<file path="src/rtl/seq_rec_trig.sv">
// Pattern-match trigger for the sequence recorder: watches a masked compare on the
// sampled stream and emits a one-cycle start pulse after a match count and delay.
module seq_rec_trig #(
    parameter int IN_BITS  = 8,
    parameter int CNT_BITS = 16
) (
    input  logic                SEQ_CLK,
    input  logic                RST_N,
    input  logic [IN_BITS-1:0]  SEQ_IN,
    input  logic                ARM,
    input  logic                ABORT,
    input  logic [IN_BITS-1:0]  TRIG_MASK,
    input  logic [IN_BITS-1:0]  TRIG_VALUE,
    input  logic                TRIG_EDGE,
    input  logic                TRIG_CONT,
    input  logic [CNT_BITS-1:0] TRIG_COUNT,
    input  logic [CNT_BITS-1:0] TRIG_DELAY,
    output logic [IN_BITS-1:0]  SEQ_OUT,
    output logic                SEQ_EXT_START,
    output logic                ARMED,
    output logic [CNT_BITS-1:0] FIRE_CNT
);

    typedef enum logic [1:0] {
        ST_IDLE  = 2'd0,
        ST_ARMED = 2'd1,
        ST_DELAY = 2'd2
    } state_t;

    localparam logic [CNT_BITS-1:0] CNT_ZERO = {CNT_BITS{1'b0}};
    localparam logic [CNT_BITS-1:0] CNT_ONE  = {{(CNT_BITS-1){1'b0}}, 1'b1};
    localparam logic [CNT_BITS-1:0] CNT_ALL  = {CNT_BITS{1'b1}};

    state_t              state_r;
    logic [IN_BITS-1:0]  in_q_r;
    logic [IN_BITS-1:0]  mid_r;
    logic [IN_BITS-1:0]  out_r;
    logic                prev_hit_r;
    logic [CNT_BITS-1:0] mcnt_r;
    logic [CNT_BITS-1:0] dcnt_r;
    logic [CNT_BITS-1:0] fire_cnt_r;
    logic                start_r;
    logic                armed_r;

    logic                hit_s;
    logic                qual_s;
    logic [CNT_BITS:0]   need_s;
    logic [CNT_BITS:0]   mnext_s;
    logic                count_done_s;
    logic                delay_zero_s;
    logic                delay_done_s;

    // Match decode on the first pipeline stage; a zero count behaves as one.
    always_comb begin
        hit_s        = (((in_q_r ^ TRIG_VALUE) & TRIG_MASK) == {IN_BITS{1'b0}});
        qual_s       = hit_s & (~TRIG_EDGE | ~prev_hit_r);
        need_s       = (TRIG_COUNT == CNT_ZERO) ? {1'b0, CNT_ONE} : {1'b0, TRIG_COUNT};
        mnext_s      = {1'b0, mcnt_r} + {1'b0, CNT_ONE};
        count_done_s = (mnext_s >= need_s);
        delay_zero_s = (TRIG_DELAY == CNT_ZERO);
        delay_done_s = (dcnt_r == (TRIG_DELAY - CNT_ONE));
    end

    // Three-stage data pipeline; prev_hit resets high so no edge is seen straight out of reset.
    always_ff @(posedge SEQ_CLK or negedge RST_N) begin
        if (!RST_N) begin
            in_q_r     <= {IN_BITS{1'b0}};
            mid_r      <= {IN_BITS{1'b0}};
            out_r      <= {IN_BITS{1'b0}};
            prev_hit_r <= 1'b1;
        end else begin
            in_q_r     <= SEQ_IN;
            mid_r      <= in_q_r;
            out_r      <= mid_r;
            prev_hit_r <= hit_s;
        end
    end

    // Trigger FSM with registered pulse, armed flag and fire counter.
    always_ff @(posedge SEQ_CLK or negedge RST_N) begin
        if (!RST_N) begin
            state_r    <= ST_IDLE;
            mcnt_r     <= CNT_ZERO;
            dcnt_r     <= CNT_ZERO;
            fire_cnt_r <= CNT_ZERO;
            start_r    <= 1'b0;
            armed_r    <= 1'b0;
        end else begin
            start_r <= 1'b0;
            if (ABORT) begin
                state_r <= ST_IDLE;
                armed_r <= 1'b0;
            end else if (ARM) begin
                state_r <= ST_ARMED;
                mcnt_r  <= CNT_ZERO;
                armed_r <= 1'b1;
            end else begin
                case (state_r)
                    ST_IDLE: begin
                        armed_r <= 1'b0;
                    end
                    ST_ARMED: begin
                        // A match coinciding with the previous pulse is not counted.
                        if (qual_s && !start_r) begin
                            if (count_done_s && !delay_zero_s) begin
                                state_r <= ST_DELAY;
                                dcnt_r  <= CNT_ZERO;
                            end else if (count_done_s) begin
                                start_r    <= 1'b1;
                                fire_cnt_r <= fire_cnt_r + CNT_ONE;
                                mcnt_r     <= CNT_ZERO;
                                state_r    <= TRIG_CONT ? ST_ARMED : ST_IDLE;
                                armed_r    <= TRIG_CONT;
                            end else begin
                                mcnt_r <= (mcnt_r == CNT_ALL) ? mcnt_r : mcnt_r + CNT_ONE;
                            end
                        end
                    end
                    ST_DELAY: begin
                        dcnt_r <= dcnt_r + CNT_ONE;
                        if (delay_done_s) begin
                            start_r    <= 1'b1;
                            fire_cnt_r <= fire_cnt_r + CNT_ONE;
                            mcnt_r     <= CNT_ZERO;
                            state_r    <= TRIG_CONT ? ST_ARMED : ST_IDLE;
                            armed_r    <= TRIG_CONT;
                        end
                    end
                    default: begin
                        state_r <= ST_IDLE;
                        armed_r <= 1'b0;
                    end
                endcase
            end
        end
    end

    assign SEQ_OUT       = out_r;
    assign SEQ_EXT_START = start_r;
    assign ARMED         = armed_r;
    assign FIRE_CNT      = fire_cnt_r;

endmodule

</file>
<file path="config.mk">
export PLATFORM = sky130hd
export DESIGN_NAME = seq_rec_trig
export DESIGN_NICKNAME = d
export VERILOG_FILES = /design/src/rtl/seq_rec_trig.sv
export SDC_FILE = /design/constraint.sdc
export NUM_CORES = 1
export LEC_CHECK = 0
export ABC_AREA = 1
export CORE_MARGIN = 2
export CORE_UTILIZATION = 49
export DETAILED_ROUTE_END_ITERATION = 10
export GPL_TIMING_DRIVEN = 0
export PLACE_DENSITY = 0.77
export RECOVER_POWER = 50
export SLEW_MARGIN = 10
export SYNTH_ARGS = -nofsm -noshare
export SYNTH_HDL_FRONTEND = slang
export SYNTH_SLANG_ARGS = --single-unit
</file>
<file path="constraint.sdc">
create_clock -name SEQ_CLK -period 3.1 [get_ports SEQ_CLK]
set_input_delay 0.93 -clock SEQ_CLK [delete_from_list [all_inputs] [get_ports SEQ_CLK]]
set_output_delay 0.93 -clock SEQ_CLK [all_outputs]
set_load 0.03 [all_outputs]
</file>
==> reports/results.ini <==
[placed_design]
place_inst=1000
dpl_worst_slack_ns=-0.840
place_congestion=0.916
io_buffers=87
hpwl_mm=9.76
place_area_um2=6570

[yosys]
synth-async-reset-ratio_pct=100
synthAdderAreaFrac_pct=5.24
synth_warnings=0
synth_top_family_by_area=simple AND/OR/NAND/NOR gates
synthSimpleGateAreaFrac_pct=38.3
syn_area_um2=5500
synthMuxAreaShare_pct=0
synth_compound_area_share_pct=4.69
synth_area_leader_cell=dfrtp_1
synth_edf_count=0
synth.ff_latch_count=77
synth_top_area_share_pct=34.6
synthXorXnorAreaFrac_pct=7.97
synth.net_count=857
post_synth_inst_count=772
seq_area_frac_synth_pct=35.1
ys.flop_type=dfrtp_1
synth_area_per_cell_um2=7.12
synthTopCellsByArea=dfrtp_1 35%, nand2_1 15%, inv_1 7.0%, nand3_1 6.4%, xor2_1 6.2%
synthDistinctLibCells=39

[clock_tree]
htreeDepth=3
clk_pin_slew_ns=0.10
cts.sinks=77
worstSkewPairLatency_ns=0.36
cts_root_buffer=clkbuf_8
cts_tree=built
hold_buffers=0
clock_path_buffers=2
numCtsBuffers=9

[power_and_ir_drop]
ir_drop_mv=0.308
powerDensity_nw_per_um2=400
leakagePower_nw=3.63

[timing]
rsz0062_at_grt=true
final-setup-viol-count=30
setup_ws_ns=-0.0506
setup_tns_ns=-0.671
hold_viol=0
fin_crit_sh_pct=102
slew_headroom_pct=11.0
skew_ns=0.0175
tightest_slew_ns=1.33
period_minus_slack_ns=3.15
drv_slew=0
clock.fmax_mhz=317

[floorplan]
num_rows=38
pin_count=88
dieArea_um2=12100
start_util_pct=50.5
core_um2=10900
die_w_um=110
dieHeight_um=110

[critical_path]
r2r_slack_ns=-0.04
crit_top_cell=nor4_2
crit_type=input port to register
end_kind=register
timing.rr.end=dcnt_r[15]
start_kind=input port
path_cells=clkdlybuf4s50_1, nor4_2, a41o_1, ha_1, nand4_1, nor4_2, nand2_1, nand3_4, nand2_4, a21oi_4, buf_6, buf_8, nand3_2, o21ai_1
rr_worst_depth=19
required_ns=3.38
crit_path_max_incr_delay_ns=0.49
worstPathArrival_ns=3.43
cp_slowest_cell=clkdlybuf4s50_1
reg2reg_from=mcnt_r[0]
worstPathMaxFanout=5

[route]
routed_via_density=5.18
drtPass1Iterations=5
ant_nets=0
drtIter0Drc=358
wl_per_cell_um=13.2
drc_errors=0
vias=5449
wl_mm=13.9

[global_route]
grt_usage_pct=23.8
grt.overflow.total=0
antenna_found_initial=0
first_global_vias=5175
grt_pass1_wl_mm=22.6
grt_max_degree=53

[status]
status=finished with violations
violations=setup timing

[cells_and_area]
stdcell_count=1051
antennaDiodeCount=0
nFillCells=910
drive_gt1_share_pct=19.0
nNetsFinal=991
areaGrowthSynthToFinish_pct=35.5
design_area_um2=7450

[worst_hold_path]
hold_end=SEQ_OUT[5]
hold_class=register to register
min_from=mid_r[5]
hold_depth=0

[flow_run]
maxCapViolCount=0

timing repair:
item | CTS | global route
setup endpoints to repair | 52 | 52
cloned | 5 | 0
gates resized for setup | 60 | 67
pin swaps | 28 | 28
endpoints found under the hold margin | 0 | 0
setup buffers | 22 | 9
worst max-delay path, delay by kind of cell:
kind                     cells  cell delay [ns]
adder cells (fa/ha/maj)      1             0.27
AO/OA/AOI/OAI                3             0.50
AND/OR/NAND/NOR              7             0.95
buffers and inverters        3             0.77
state kept, by name (all words and copies together) (netlist names):
name	count
state_r	2
in_q_r	8
FIRE_CNT	16
prev_hit_r	1
mid_r	8
dcnt_r	16
mcnt_r	16
SEQ_OUT	8
ARMED	1
SEQ_EXT_START	1
cell usage in the layout (no fill, tap or decap), types with 3 or more instances in the layout:
cell / count
nand2_1: 185
inv_1: 100
dfrtp_1: 76
clkdlybuf4s50_1: 73
nor2_1: 72
nand3_1: 64
nand2_2: 44
xor2_1: 38
buf_4: 26
nand4_1: 21
ha_1: 18
nor3_1: 15
buf_6: 14
o21ai_0: 13
clkbuf_8: 11
xnor2_1: 10
a21oi_1: 10
nand3_2: 8
dlygate4sd3_1: 8
o21ai_1: 7
nor2_4: 7
inv_2: 6
nand2_4: 6
nor4_1: 6
or2_2: 6
nor2_2: 5
ha_4: 5
dlymetal6s2s_1: 5
o21ai_2: 4
o211ai_1: 3
nand3b_1: 3
nor4_2: 3
nor3_2: 3
stage by stage:
stage | hold WS [ns] | utilization, % | power (W)
after floorplan | 0.331 | - | 0.00181
after detailed placement | 0.336 | 60.3 | 0.00211
after global placement | 0.334 | 60.1 | 0.00209
after CTS | 0.344 | 65.8 | 0.00296
after global routing | 0.357 | 68.4 | 0.00318
final | 0.337 | 68.4 | 0.00298
layout make-up:
cell class,count,area [µm²],area share (%)
Sequential cell,77,1930,25.9
Tap cell,140,175,2.35
Clock inverter,6,71.3,0.958
Multi-Input combinational cell,577,3450,46.3
Clock buffer,10,138,1.85
Inverter,106,398,5.34
Buffer,11,100,1.34
Timing Repair Buffer,124,1190,16.0
power breakdown:
group	switching, W	internal, W
Sequential	0.000161	0.00112
Clock	0.000395	0.000399
Combinational	0.000507	0.000395
worst max path at each step:
stage / cells after the start / startpoint / endpoint
3_5_place_dp: 17 / mcnt_r[0] / dcnt_r[6]
4_1_cts: 19 / mcnt_r[0] / dcnt_r[8]
5_1_grt: 23 / mcnt_r[0] / mcnt_r[3]
3_3_place_gp: 1 / RST_N / dcnt_r[0]
2_1_floorplan: 19 / mcnt_r[0] / FIRE_CNT[11]
6_report: 14 / TRIG_COUNT[10] / dcnt_r[15]
synth_stat cells, types with 16 or more instances:
cell type / n
dfrtp_1: 76
nand4_1: 21
nor3_1: 16
nand2_1: 225
inv_1: 103
xor2_1: 39
nor2_1: 77
nand3_1: 70
ha_1: 23
o21ai_0: 23
logic make-up (layout without fill, tap and decap cells):
logic type	Yosys count	count (layout)
flip-flops	77	77
buffers and inverters	118	257
AND/OR/NAND/NOR	459	459
XOR/XNOR	50	50
adder cells (fa/ha/maj)	23	23
AO/OA/AOI/OAI	45	45
per-layer routing:
layer  up-vias  GRT usage [%]  wire [µm]
met1      2511           30.1       6030
met5         -              0          0
met2       165           39.9       6710
met3        22           6.76        946
li1       2751              -          -
met4         0           6.33        214
Power figures use the tool's default switching activity.
